<file path="src/rtl/env_voice_mod_if.sv">
// Request/result bundle between the oscillator scheduler and env_voice_mod.
// The scheduler drives the request side; the envelope block answers with ready/valid/results.
interface env_voice_mod_if #(
    parameter int NUM_VOICES = 3,
    parameter int SAMPLE_W   = 10,
    parameter int ENV_W      = 8,
    parameter int RATE_W     = 4
);
    localparam int VIDX_W = (NUM_VOICES > 1) ? $clog2(NUM_VOICES) : 1;

    logic                       start_i;
    logic [VIDX_W-1:0]          voice_idx_i;
    logic                       gate_i;
    logic [RATE_W-1:0]          attack_i;
    logic [RATE_W-1:0]          decay_i;
    logic [3:0]                 sustain_i;
    logic [RATE_W-1:0]          release_i;
    logic signed [SAMPLE_W-1:0] sample_i;
    logic                       ready_o;
    logic                       valid_o;
    logic signed [SAMPLE_W-1:0] sample_o;
    logic [ENV_W-1:0]           env_o;

    modport master (
        output start_i, voice_idx_i, gate_i, attack_i, decay_i, sustain_i, release_i, sample_i,
        input  ready_o, valid_o, sample_o, env_o
    );

    modport slave (
        input  start_i, voice_idx_i, gate_i, attack_i, decay_i, sustain_i, release_i, sample_i,
        output ready_o, valid_o, sample_o, env_o
    );
endinterface

</file>
<file path="src/rtl/env_voice_mod.sv">
// Time-multiplexed multi-voice ADSR envelope with a bit-serial shift-add gain stage.
// One request ticks one voice's envelope and returns its sample scaled by the new level.
module env_voice_mod #(
    parameter int NUM_VOICES = 3,
    parameter int SAMPLE_W   = 10,
    parameter int ENV_W      = 8,
    parameter int RATE_W     = 4
) (
    input logic            clk_i,
    input logic            rst_ni,
    env_voice_mod_if.slave bus
);
    localparam int VIDX_W = (NUM_VOICES > 1) ? $clog2(NUM_VOICES) : 1;
    localparam int PRE_W  = (2 ** RATE_W) - 1;
    localparam int ACC_W  = SAMPLE_W + ENV_W;
    localparam int CNT_W  = $clog2(ENV_W) + 1;
    localparam logic [ENV_W-1:0]  ENV_MAX = '1;
    localparam logic [VIDX_W:0]   NV_L    = (VIDX_W + 1)'(NUM_VOICES);

    typedef enum logic [1:0] {S_IDLE, S_ENV, S_MUL, S_DONE} state_t;
    typedef enum logic [2:0] {PH_IDLE, PH_ATTACK, PH_DECAY, PH_SUSTAIN, PH_RELEASE} phase_t;

    function automatic logic signed [SAMPLE_W-1:0] floor_scale(input logic signed [ACC_W-1:0] acc);
        return SAMPLE_W'(acc >>> ENV_W);
    endfunction

    function automatic logic [PRE_W-1:0] rate_thr(input logic [RATE_W-1:0] rate);
        return PRE_W'((32'd1 << rate) - 32'd1);
    endfunction

    state_t state_q, state_d;

    logic [ENV_W-1:0] env_q   [NUM_VOICES];
    phase_t           phase_q [NUM_VOICES];
    logic [PRE_W-1:0] pre_q   [NUM_VOICES];
    logic             gate_q  [NUM_VOICES];

    logic [VIDX_W-1:0]          idx_p0;
    logic                       gate_p0;
    logic [RATE_W-1:0]          atk_p0, dcy_p0, rel_p0;
    logic [3:0]                 sus_p0;
    logic signed [SAMPLE_W-1:0] smp_p0;

    logic signed [ACC_W-1:0] mcand_p1, acc_p1;
    logic [ENV_W-1:0]        mplier_p1, env_p1;
    logic [CNT_W-1:0]        cnt_p1;

    logic                       vld_p2;
    logic signed [SAMPLE_W-1:0] sample_p2;
    logic [ENV_W-1:0]           env_p2;

    logic              idx_ok;
    logic [VIDX_W-1:0] vidx;
    logic [ENV_W-1:0]  sus_lvl, env_n;
    phase_t            ph_n;
    logic [PRE_W-1:0]  pre_n, thr;
    logic [RATE_W-1:0] rate_sel;
    logic              step;

    assign idx_ok  = ({1'b0, idx_p0} < NV_L);
    assign vidx    = idx_ok ? idx_p0 : '0;
    assign sus_lvl = {(ENV_W / 4){sus_p0}};

    always_comb begin
        state_d = state_q;
        unique case (state_q)
            S_IDLE:  if (bus.start_i) state_d = S_ENV;
            S_ENV:   state_d = S_MUL;
            S_MUL:   if (cnt_p1 == CNT_W'(ENV_W - 1)) state_d = S_DONE;
            S_DONE:  state_d = S_IDLE;
            default: state_d = S_IDLE;
        endcase
    end

    // Envelope tick: gate edges first, then prescaler, then the per-phase step.
    always_comb begin
        env_n    = env_q[vidx];
        ph_n     = phase_q[vidx];
        pre_n    = pre_q[vidx];
        rate_sel = '0;
        step     = 1'b0;
        if (gate_p0 && !gate_q[vidx]) begin
            ph_n  = PH_ATTACK;
            pre_n = '0;
        end else if (!gate_p0 && gate_q[vidx]) begin
            ph_n  = PH_RELEASE;
            pre_n = '0;
        end
        case (ph_n)
            PH_ATTACK:  rate_sel = atk_p0;
            PH_DECAY:   rate_sel = dcy_p0;
            PH_RELEASE: rate_sel = rel_p0;
            default:    rate_sel = '0;
        endcase
        thr = rate_thr(rate_sel);
        if (ph_n != PH_IDLE && ph_n != PH_SUSTAIN) begin
            if (pre_n >= thr) begin
                step  = 1'b1;
                pre_n = '0;
            end else begin
                pre_n = pre_n + 1'b1;
            end
        end
        if (step) begin
            case (ph_n)
                PH_ATTACK: begin
                    if (env_n != ENV_MAX) env_n = env_n + 1'b1;
                    if (env_n == ENV_MAX) ph_n = PH_DECAY;
                end
                PH_DECAY: begin
                    if (env_n > sus_lvl) env_n = env_n - 1'b1;
                    if (env_n <= sus_lvl) ph_n = PH_SUSTAIN;
                end
                PH_RELEASE: begin
                    if (env_n != '0) env_n = env_n - 1'b1;
                    if (env_n == '0) ph_n = PH_IDLE;
                end
                default: ;
            endcase
        end
    end

    always_ff @(posedge clk_i or negedge rst_ni) begin
        if (!rst_ni) begin
            state_q   <= S_IDLE;
            cnt_p1    <= '0;
            vld_p2    <= 1'b0;
            sample_p2 <= '0;
            env_p2    <= '0;
            for (int v = 0; v < NUM_VOICES; v++) begin
                env_q[v]   <= '0;
                phase_q[v] <= PH_IDLE;
                pre_q[v]   <= '0;
                gate_q[v]  <= 1'b0;
            end
        end else begin
            state_q <= state_d;
            vld_p2  <= (state_q == S_DONE);
            if (state_q == S_ENV) begin
                cnt_p1 <= '0;
                if (idx_ok) begin
                    env_q[idx_p0]   <= env_n;
                    phase_q[idx_p0] <= ph_n;
                    pre_q[idx_p0]   <= pre_n;
                    gate_q[idx_p0]  <= gate_p0;
                end
            end
            if (state_q == S_MUL) cnt_p1 <= cnt_p1 + 1'b1;
            if (state_q == S_DONE) begin
                sample_p2 <= floor_scale(acc_p1);
                env_p2    <= env_p1;
            end
        end
    end

    // Stage 0: request capture. Stage 1: serial multiply, LSB of the level first.
    always_ff @(posedge clk_i) begin
        if (state_q == S_IDLE && bus.start_i) begin
            idx_p0  <= bus.voice_idx_i;
            gate_p0 <= bus.gate_i;
            atk_p0  <= bus.attack_i;
            dcy_p0  <= bus.decay_i;
            sus_p0  <= bus.sustain_i;
            rel_p0  <= bus.release_i;
            smp_p0  <= bus.sample_i;
        end
        if (state_q == S_ENV) begin
            env_p1    <= idx_ok ? env_n : '0;
            mplier_p1 <= idx_ok ? env_n : '0;
            mcand_p1  <= {{ENV_W{smp_p0[SAMPLE_W-1]}}, smp_p0};
            acc_p1    <= '0;
        end
        if (state_q == S_MUL) begin
            if (mplier_p1[0]) acc_p1 <= acc_p1 + mcand_p1;
            mcand_p1  <= mcand_p1 <<< 1;
            mplier_p1 <= mplier_p1 >> 1;
        end
    end

    // Stage 2: registered results and the one-cycle valid pulse.
    assign bus.ready_o  = (state_q == S_IDLE);
    assign bus.valid_o  = vld_p2;
    assign bus.sample_o = sample_p2;
    assign bus.env_o    = env_p2;
endmodule

</file>
<file path="src/flat_wrapper.sv">
// flat-port wrapper written by rule: the top's interface ports become plain ports
module env_voice_mod_flat 
#(
    parameter int NUM_VOICES = 3,
    parameter int SAMPLE_W   = 10,
    parameter int ENV_W      = 8,
    parameter int RATE_W     = 4
)
  (clk_i, rst_ni, bus_start_i, bus_voice_idx_i, bus_gate_i, bus_attack_i, bus_decay_i, bus_sustain_i, bus_release_i, bus_sample_i, bus_ready_o, bus_valid_o, bus_sample_o, bus_env_o);
  env_voice_mod_if #(.NUM_VOICES(NUM_VOICES), .SAMPLE_W(SAMPLE_W), .ENV_W(ENV_W), .RATE_W(RATE_W)) bus_i ();
  input logic clk_i;
  input logic rst_ni;
  input wire logic [$bits(bus_i.start_i)-1:0] bus_start_i;
  input wire logic [$bits(bus_i.voice_idx_i)-1:0] bus_voice_idx_i;
  input wire logic [$bits(bus_i.gate_i)-1:0] bus_gate_i;
  input wire logic [$bits(bus_i.attack_i)-1:0] bus_attack_i;
  input wire logic [$bits(bus_i.decay_i)-1:0] bus_decay_i;
  input wire logic [$bits(bus_i.sustain_i)-1:0] bus_sustain_i;
  input wire logic [$bits(bus_i.release_i)-1:0] bus_release_i;
  input wire logic [$bits(bus_i.sample_i)-1:0] bus_sample_i;
  output wire logic [$bits(bus_i.ready_o)-1:0] bus_ready_o;
  output wire logic [$bits(bus_i.valid_o)-1:0] bus_valid_o;
  output wire logic [$bits(bus_i.sample_o)-1:0] bus_sample_o;
  output wire logic [$bits(bus_i.env_o)-1:0] bus_env_o;
  assign bus_i.start_i = bus_start_i;
  assign bus_i.voice_idx_i = bus_voice_idx_i;
  assign bus_i.gate_i = bus_gate_i;
  assign bus_i.attack_i = bus_attack_i;
  assign bus_i.decay_i = bus_decay_i;
  assign bus_i.sustain_i = bus_sustain_i;
  assign bus_i.release_i = bus_release_i;
  assign bus_i.sample_i = bus_sample_i;
  assign bus_ready_o = bus_i.ready_o;
  assign bus_valid_o = bus_i.valid_o;
  assign bus_sample_o = bus_i.sample_o;
  assign bus_env_o = bus_i.env_o;
  env_voice_mod #(.NUM_VOICES(NUM_VOICES), .SAMPLE_W(SAMPLE_W), .ENV_W(ENV_W), .RATE_W(RATE_W)) u_core (.clk_i(clk_i), .rst_ni(rst_ni), .bus(bus_i));
endmodule
</file>
<file path="config.mk">
export PLATFORM = sky130hd
export DESIGN_NAME = env_voice_mod_flat
export DESIGN_NICKNAME = d
export VERILOG_FILES = /design/src/rtl/env_voice_mod_if.sv /design/src/rtl/env_voice_mod.sv /design/src/flat_wrapper.sv
export SDC_FILE = /design/constraint.sdc
export NUM_CORES = 1
export LEC_CHECK = 0
export ABC_AREA = 0
export CAP_MARGIN = 20
export CORE_UTILIZATION = 59
export DETAILED_ROUTE_END_ITERATION = 12
export PLACE_DENSITY = 0.83
export SETUP_SLACK_MARGIN = 0.05
export SLEW_MARGIN = 15
export SYNTH_ARGS = -nofsm -noshare
export SYNTH_HDL_FRONTEND = slang
export SYNTH_SLANG_ARGS = --single-unit
</file>
<file path="constraint.sdc">
create_clock -name clk_i -period 5.95 [get_ports clk_i]
set_input_delay 0.8925 -clock clk_i [delete_from_list [all_inputs] [get_ports clk_i]]
set_output_delay 0.8925 -clock clk_i [all_outputs]
set_load 0.02 [all_outputs]
</file>
==> Word level (Yosys, flattened, before mapping) <==
Index checks and enable logic that the tools add are counted.
{ "word_totals": {"ff_bits": 187, "input_bits": 32, "out_inout_bits": 20} }
{ "classes": {"add_sub_neg": 6, "n_lt_le_gt_ge": 7, "n_eq_ne": 12, "shifts": 1, "mux": 63, "bitwise_logic": 2, "reduce_logical": 14} }
{ "op_table": {"columns": ["operator", "n"], "rows": [
  ["$mux W8", 14],
  ["$mux W15", 7],
  ["$mux W18", 5],
  ["$bwmux W45", 1],
  ["$bmux W15 S2", 1],
  ["$demux W15 S2", 1],
  ["$mux W3", 9],
  ["$bwmux W24", 1],
  ["$pmux W8 S3", 1],
  ["$add A18 B18 Y18", 1],
  ["$bmux W8 S2", 1],
  ["$demux W8 S2", 1],
  ["$add A15 B1 Y15 const B", 1],
  ["$ge A15 B15 Y1", 1],
  ["$shl A1 B4 Y15 const A", 1],
  ["$sub A15 B1 Y15 const B", 1],
  ["$mux W7", 2],
  ["$pmux W4 S3", 1],
  ["$bwmux W9", 1],
  ["$pmux W3 S3", 1],
  ["$add A8 B1 Y8 const B", 1],
  ["$eq A8 B8 Y1 const B", 1],
  ["$gt A8 B8 Y1", 1],
  ["$le A8 B8 Y1", 1],
  ["other kinds (33)", 49]
]} }

==> Longest topological paths before layout <==
Gate-level depths: netlist (run 1).
{ "logic_depth": {"depth_word": 22, "mapped_depth": 28, "depth_no_buf": 23} }

==> Least setup slack after synthesis (run 1) <==
OpenSTA, ideal clock, no wires.
{ "synth_path": {"path_kind": "register -> register", "startpoint": "register u_core.idx_p0[1]", "endpoint": "register u_core.phase_q[8] (netlist name)", "setup_time_ns": 0.083, "t_arrival_ns": 5.184, "required_time_ns": 5.867, "setup_slack_ns": 0.683, "path_stages_with_launch": 24, "path_buffers": 3, "period_less_slack_ns": 5.267, "cell_sequence": "edfxtp_1 buf_6 or3b_2 o211ai_1 or2_2 o221ai_4 a222oi_1 and2_2 nand2_1 ha_1 inv_1 o21ai_0 a22oi_1 ha_1 a22o_1 o41ai_1 a21o_1 and2_1 clkbuf_1 nand2b_1 clkbuf_1 nor3_1 a22o_1 o21ai_0"} }
{ "synth_between": {"elab_chain_len": 18, "word_cells_on_any_way": 64, "classes_between": "add/sub (3); order compare (6); eq/ne (6); shift (1); mux (37); bitwise (2); reduce/logical (9)"} }
{ "synth_lines": {"columns": ["element", "line", "text"], "rows": [
  ["start, declared", "env_voice_mod.sv:38", "logic [VIDX_W-1:0] idx_p0;"],
  ["start signal, assigned", "env_voice_mod.sv:159", "idx_p0 <= bus.voice_idx_i;"],
  ["$lt A2 B2 Y1", "env_voice_mod.sv:60", "assign idx_ok = ({1'b0, idx_p0} < NV_L);"],
  ["$mux W2", "env_voice_mod.sv:61", "assign vidx = idx_ok ? idx_p0 : '0;"],
  ["$not A2 Y3 (not written as such)", null, null],
  ["$bmux W1 S2", "env_voice_mod.sv:82, env_voice_mod.sv:85", null],
  ["$mux W1 (not written as such) (2 in series)", "env_voice_mod.sv:82, env_voice_mod.sv:85", null],
  ["$logic_and A1 B1 Y1 / $logic_not A1 Y1 (equally long branches)", "env_voice_mod.sv:85, env_voice_mod.sv:82", null],
  ["$mux W3 / $logic_and A1 B1 Y1 (equally long branches)", "env_voice_mod.sv:85, env_voice_mod.sv:82", null],
  ["$mux W3", "env_voice_mod.sv:82", "if (gate_p0 && !gate_q[vidx]) begin"],
  ["$eq A3 B3 Y1 (tied with other cells)", "env_voice_mod.sv:89, env_voice_mod.sv:105", null],
  ["$pmux W4 S3", "env_voice_mod.sv:89", "case (ph_n)"],
  ["$shl A1 B4 Y15", "env_voice_mod.sv:28", "return PRE_W'((32'd1 << rate) - 32'd1);"],
  ["$sub A15 B1 Y15", "env_voice_mod.sv:28", null],
  ["$ge A15 B15 Y1", "env_voice_mod.sv:97", "if (pre_n >= thr) begin"],
  ["$mux W1", "env_voice_mod.sv:97", null],
  ["$mux W1", "env_voice_mod.sv:96", "if (ph_n != PH_IDLE && ph_n != PH_SUSTAIN) begin"],
  ["$mux W3", "env_voice_mod.sv:104", "if (step) begin"],
  ["$bwmux W9", "env_voice_mod.sv:143", "phase_q[idx_p0] <= ph_n;"],
  ["end signal, assigned by index", "env_voice_mod.sv:143", null],
  ["end, declared", "env_voice_mod.sv:34", "phase_t phase_q [NUM_VOICES];"]
]} }
Several ways; a longest one is shown, not always the timed one. The select of a mux whose other input is x is not followed.
A chain may end at the register's enable or synchronous reset.

==> Worst setup path after layout (run 1) <==
{ "layout_path": {"startpoint": "register u_core.idx_p0[0]", "endpoint": "register u_core.env_p1[7] (data pin)"} }
{ "layout_between": {"elab_chain_len": 18, "word_cells_on_any_way": 51, "classes_between": "add/sub (3); order compare (3); eq/ne (5); shift (1); mux (32); bitwise (1); reduce/logical (6)"} }
{ "layout_lines": {"columns": ["element", "line", "text"], "rows": [
  ["$lt A2 B2 Y1", "env_voice_mod.sv:60", null],
  ["$mux W2", "env_voice_mod.sv:61", null],
  ["$not A2 Y3 (not written as such)", null, null],
  ["$bmux W1 S2", "env_voice_mod.sv:82, env_voice_mod.sv:85", null],
  ["$mux W1 (not written as such) (2 in series)", "env_voice_mod.sv:82, env_voice_mod.sv:85", null],
  ["$logic_and A1 B1 Y1 / $logic_not A1 Y1 (equally long branches)", "env_voice_mod.sv:85, env_voice_mod.sv:82", null],
  ["$mux W3 / $logic_and A1 B1 Y1 (equally long branches)", "env_voice_mod.sv:85, env_voice_mod.sv:82", null],
  ["$mux W3", "env_voice_mod.sv:82", null],
  ["$eq A3 B3 Y1 (tied with other cells)", "env_voice_mod.sv:89, env_voice_mod.sv:105", null],
  ["$pmux W4 S3", "env_voice_mod.sv:89", null],
  ["$shl A1 B4 Y15", "env_voice_mod.sv:28", null],
  ["$sub A15 B1 Y15", "env_voice_mod.sv:28", null],
  ["$ge A15 B15 Y1", "env_voice_mod.sv:97", null],
  ["$mux W1", "env_voice_mod.sv:97", null],
  ["$mux W1", "env_voice_mod.sv:96", null],
  ["$mux W8", "env_voice_mod.sv:104", null],
  ["$mux W8 *", null, null],
  ["end signal, assigned", "env_voice_mod.sv:168", "env_p1 <= idx_ok ? env_n : '0;"],
  ["end, declared", "env_voice_mod.sv:45", "logic [ENV_W-1:0] mplier_p1, env_p1;"]
]} }
Mark *: on every way between the ends. The rest lies on a longest branch, timed or not. The select of a mux whose other input is x is not followed.

==> results_dict.tcl, run 1 <==
set metrics [dict create \
    antenna_found_initial 0 \
    routed_wl_um 24400 \
    htreeDepth 4 \
    clkSinkCount 187 \
    fin_crit_ns 5.54 \
    gp_congestion 0.922 \
    cp_max_fo 13 \
    cts_made_buffers 17 \
    slew_headroom_pct 30.7 \
    grt_pass1_vias 8184 \
    gr-total-overflow 0 \
    synth_cell_types 86 \
    synth_ff_type "dfrtp_1" \
    fin_skew_ns 0.00819 \
    worstMarginPinSlew_ns 1.04 \
    worstPathArrival_ns 5.71 \
    cts_tree "done" \
    final_common_cell "nand2_1" \
    num_antenna_cells 0 \
    endpoint "u_core.env_p1[7]$_DFFE_PP_" \
    ys_ff_latch 187 \
    yosys_warnings 0 \
    via_per_inst 6.08 \
    clockBufferDepth 2 \
    power.density_nw_per_um2 569 \
    hold_class "reg2reg" \
    maxSlewViolCount 0 \
    drive_gt1_share_pct 11.7 \
    drv_cap 0 \
    insertion_delay_ns 0.44 \
    firstDrtPassIters 5 \
    syn_inst 1102 \
    status "finished clean" \
    period_share_pct 93.0 \
    synth_area_per_cell_um2 9.80 \
    core.rowCount 49 \
    setup_violations 0 \
    synth_edf_count 61 \
    clock-root-buffer "clkbuf_16" \
    final_nets 1237 \
    required_ns 6.13 \
    fin_util_pct 67.9 \
    grt_max_degree 56 \
    ir_drop_mv 0.296 \
    worst-setup-path-type "reg2reg" \
    rr_worst_depth 23 \
    antenna_left 0 \
    synthArstFlopShare_pct 56.7 \
    wire_per_inst_um 17.6 \
    chipWidth_um 137 \
    hold_viol 0 \
    start_util_pct 60.1 \
    whs_ns 0.476 \
    coreArea_um2 18000 \
    p_leak_nw 5.18 \
    mostFrequentLayoutCells "nand2_1, o21ai_0, dfrtp_1" \
    multi_input_area_um2 5540 \
    fin_tns_setup_ns 0 \
    first_iter_violations 684 \
    regArea_um2 4880 \
    finalNonFillerCells 1388 \
    die_area_um2 18800 \
    post_dp_cell_area_um2 11500 \
    yosysSeqAreaShare_pct 45.3 \
    rrSetupSlack_ns 0.41 \
    dpl.hpwl_um 16700 \
    dp.cells 1349 \
    critical_path.startpoint_type "flip-flop" \
    synth_nets 1193 \
    track_usage_pct 27.6 \
    clock.fmax_mhz 181 \
    ioPinCount 52 \
    finish.instance_area_um2 12200 \
    numPortBuffers 51 \
    rsz0062_at_grt "no" \
    reg2reg_to "u_core.env_p1[7]$_DFFE_PP_" \
    syn2layout_area_growth_pct 13.1 \
    rr_startpoint "u_core.idx_p0[0]$_DFFE_PP_" \
    die_y_um 137 \
    n_fill_cell 1333 \
    drc 0 \
    clkTransAtPathRegs_ns 0.07 \
    worst_setup_path_end_kind "flip-flop" \
    netlist_area_um2 10800 \
    crit_start "u_core.idx_p0[0]$_DFFE_PP_" \
    grt_pass1_wl_um 40500 \
    via_count 8442 \
]
## what timing repair did
| action | in CTS | in global routing |
|---|---|---|
| buffers inserted | 0 | 6 |
| endpoints found under the setup margin | 22 | 79 |
| pin swaps | 0 | 2 |
| gates resized for setup | 2 | 10 |
| hold buffers | 0 | 0 |
| cloned | 0 | 0 |
## metal layers
layer	vias up	global-route usage, %	routed length, um
met5	-	0	0
met4	0	8.49	399
met3	37	3.90	1320
met2	266	45.5	11500
met1	4055	37.6	11200
li1	4084	-	-
## area by class of cell
type	count	share of cell area, %
clock buffer	19	3.63
clock inverter	13	1.25
inverter	38	1.17
multi-input combinational	822	45.4
sequential	187	40.0
tap	229	2.35
timing repair buffer	80	6.21
## worst max-delay path, stage by stage, from the launching register on
cell	delay, ns
edfxtp_1	0.43
buf_4	0.18
xor2_4	0.45
o211ai_1	0.27
or2_2	0.40
o221ai_4	0.27
a222oi_1	0.16
buf_4	0.19
and2_2	0.20
nand2_1	0.10
ha_1	0.25
inv_1	0.11
nor3_1	0.20
a21oi_1	0.06
ha_1	0.30
and4_1	0.22
o21a_1	0.13
o41ai_1	0.07
a21o_1	0.21
a21oi_4	0.36
nor2_1	0.07
a311o_1	0.33
a21oi_2	0.21
nor2_1	0.06
## worst min-delay path by stage
| stage | start | slack, ns | end | depth (start not counted) |
|---|---|---|---|---|
| final | u_core.acc_p1[0]$_DFF_P_ | 0.48 | u_core.acc_p1[0]$_DFF_P_ | 2 |
| after global routing | u_core.acc_p1[17]$_DFF_P_ | 0.50 | u_core.acc_p1[17]$_DFF_P_ | 1 |
| after CTS | u_core.acc_p1[17]$_DFF_P_ | 0.48 | u_core.acc_p1[17]$_DFF_P_ | 1 |
| after detailed placement | u_core.env_p1[1]$_DFFE_PP_ | 0.46 | u_core.bus.env_o[1]$_DFFE_PN0P_ | 1 |
| after global placement | u_core.pre_q[2]$_DFFE_PN0P_ | 0.46 | u_core.pre_q[2]$_DFFE_PN0P_ | 2 |
| after floorplan | u_core.acc_p1[17]$_DFF_P_ | 0.44 | u_core.acc_p1[17]$_DFF_P_ | 1 |
## sequential cells by signal (all words and copies together), names as in the netlist
name	flops
u_core.rel_p0	4
u_core.bus.valid_o	1
u_core.sus_p0	4
u_core.dcy_p0	4
u_core.smp_p0	10
u_core.env_p1	8
u_core.gate_p0	1
u_core.idx_p0	2
u_core.mplier_p1	8
u_core.mcand_p1	18
u_core.bus.env_o	8
u_core.bus.sample_o	10
u_core.state_q	2
u_core.env_q	24
u_core.phase_q	9
u_core.pre_q	45
u_core.atk_p0	4
u_core.gate_q	3
u_core.acc_p1	18
u_core.cnt_p1	4
## per-stage QoR
stage               setup slack, ns  power (mW)
finish                        0.414        6.95
global route                 0.0525        7.47
CTS                          0.0588        6.80
detailed placement           -0.126        5.62
global placement              0.166        5.52
floorplan                     0.683        4.70
## logic make-up after synthesis
group,Yosys count,synth area share (%)
XOR/XNOR,32,2.60
flip-flops,187,45.3
AND/OR/NAND/NOR,378,17.5
multiplexers,62,6.16
buffers and inverters,93,3.94
adder cells (fa/ha/maj),61,7.11
AO/OA/AOI/OAI,289,17.4
## cell usage after synthesis (9+ instances only)
| cell type | instances | area [um2] |
|---|---|---|
| nand2b_1 | 14 | 87.6 |
| ha_1 | 58 | 726 |
| a21oi_1 | 39 | 195 |
| clkbuf_1 | 37 | 139 |
| xnor2_1 | 16 | 140 |
| inv_1 | 36 | 135 |
| nand2_1 | 176 | 661 |
| nor2b_1 | 13 | 81.3 |
| a21o_1 | 12 | 90.1 |
| nand4_1 | 9 | 56.3 |
| xor2_1 | 16 | 140 |
| a22o_1 | 10 | 87.6 |
| nand3b_1 | 22 | 165 |
| mux2i_1 | 36 | 360 |
| dfrtp_1 | 106 | 2650 |
| nor2_1 | 46 | 173 |
| o21ai_0 | 125 | 626 |
| and2_1 | 10 | 62.6 |
| mux2_2 | 25 | 282 |
| a211oi_1 | 12 | 90.1 |
| edfxtp_1 | 61 | 1830 |
| dfxtp_1 | 20 | 400 |
| a22oi_1 | 14 | 105 |
| nand3_1 | 26 | 130 |
| nor3_1 | 16 | 80.1 |
| o31ai_1 | 16 | 120 |
## where the power goes
part / leakage [nW] / internal, mW / switching, mW
sequential: 2.17 / 1.87 / 0.270
combinational: 2.72 / 1.43 / 2.21
clock: 0.294 / 0.643 / 0.521
total: 5.18 / 3.94 / 3.00
(Power assumes the default switching activity.)
==> inputs of run 2 (changes only) <==
Settings changed: CTS_CLUSTER_SIZE set to 14.
==> results of run 2 <==
Same layout as run 1: the final DEF is identical, and so are final timing and power.
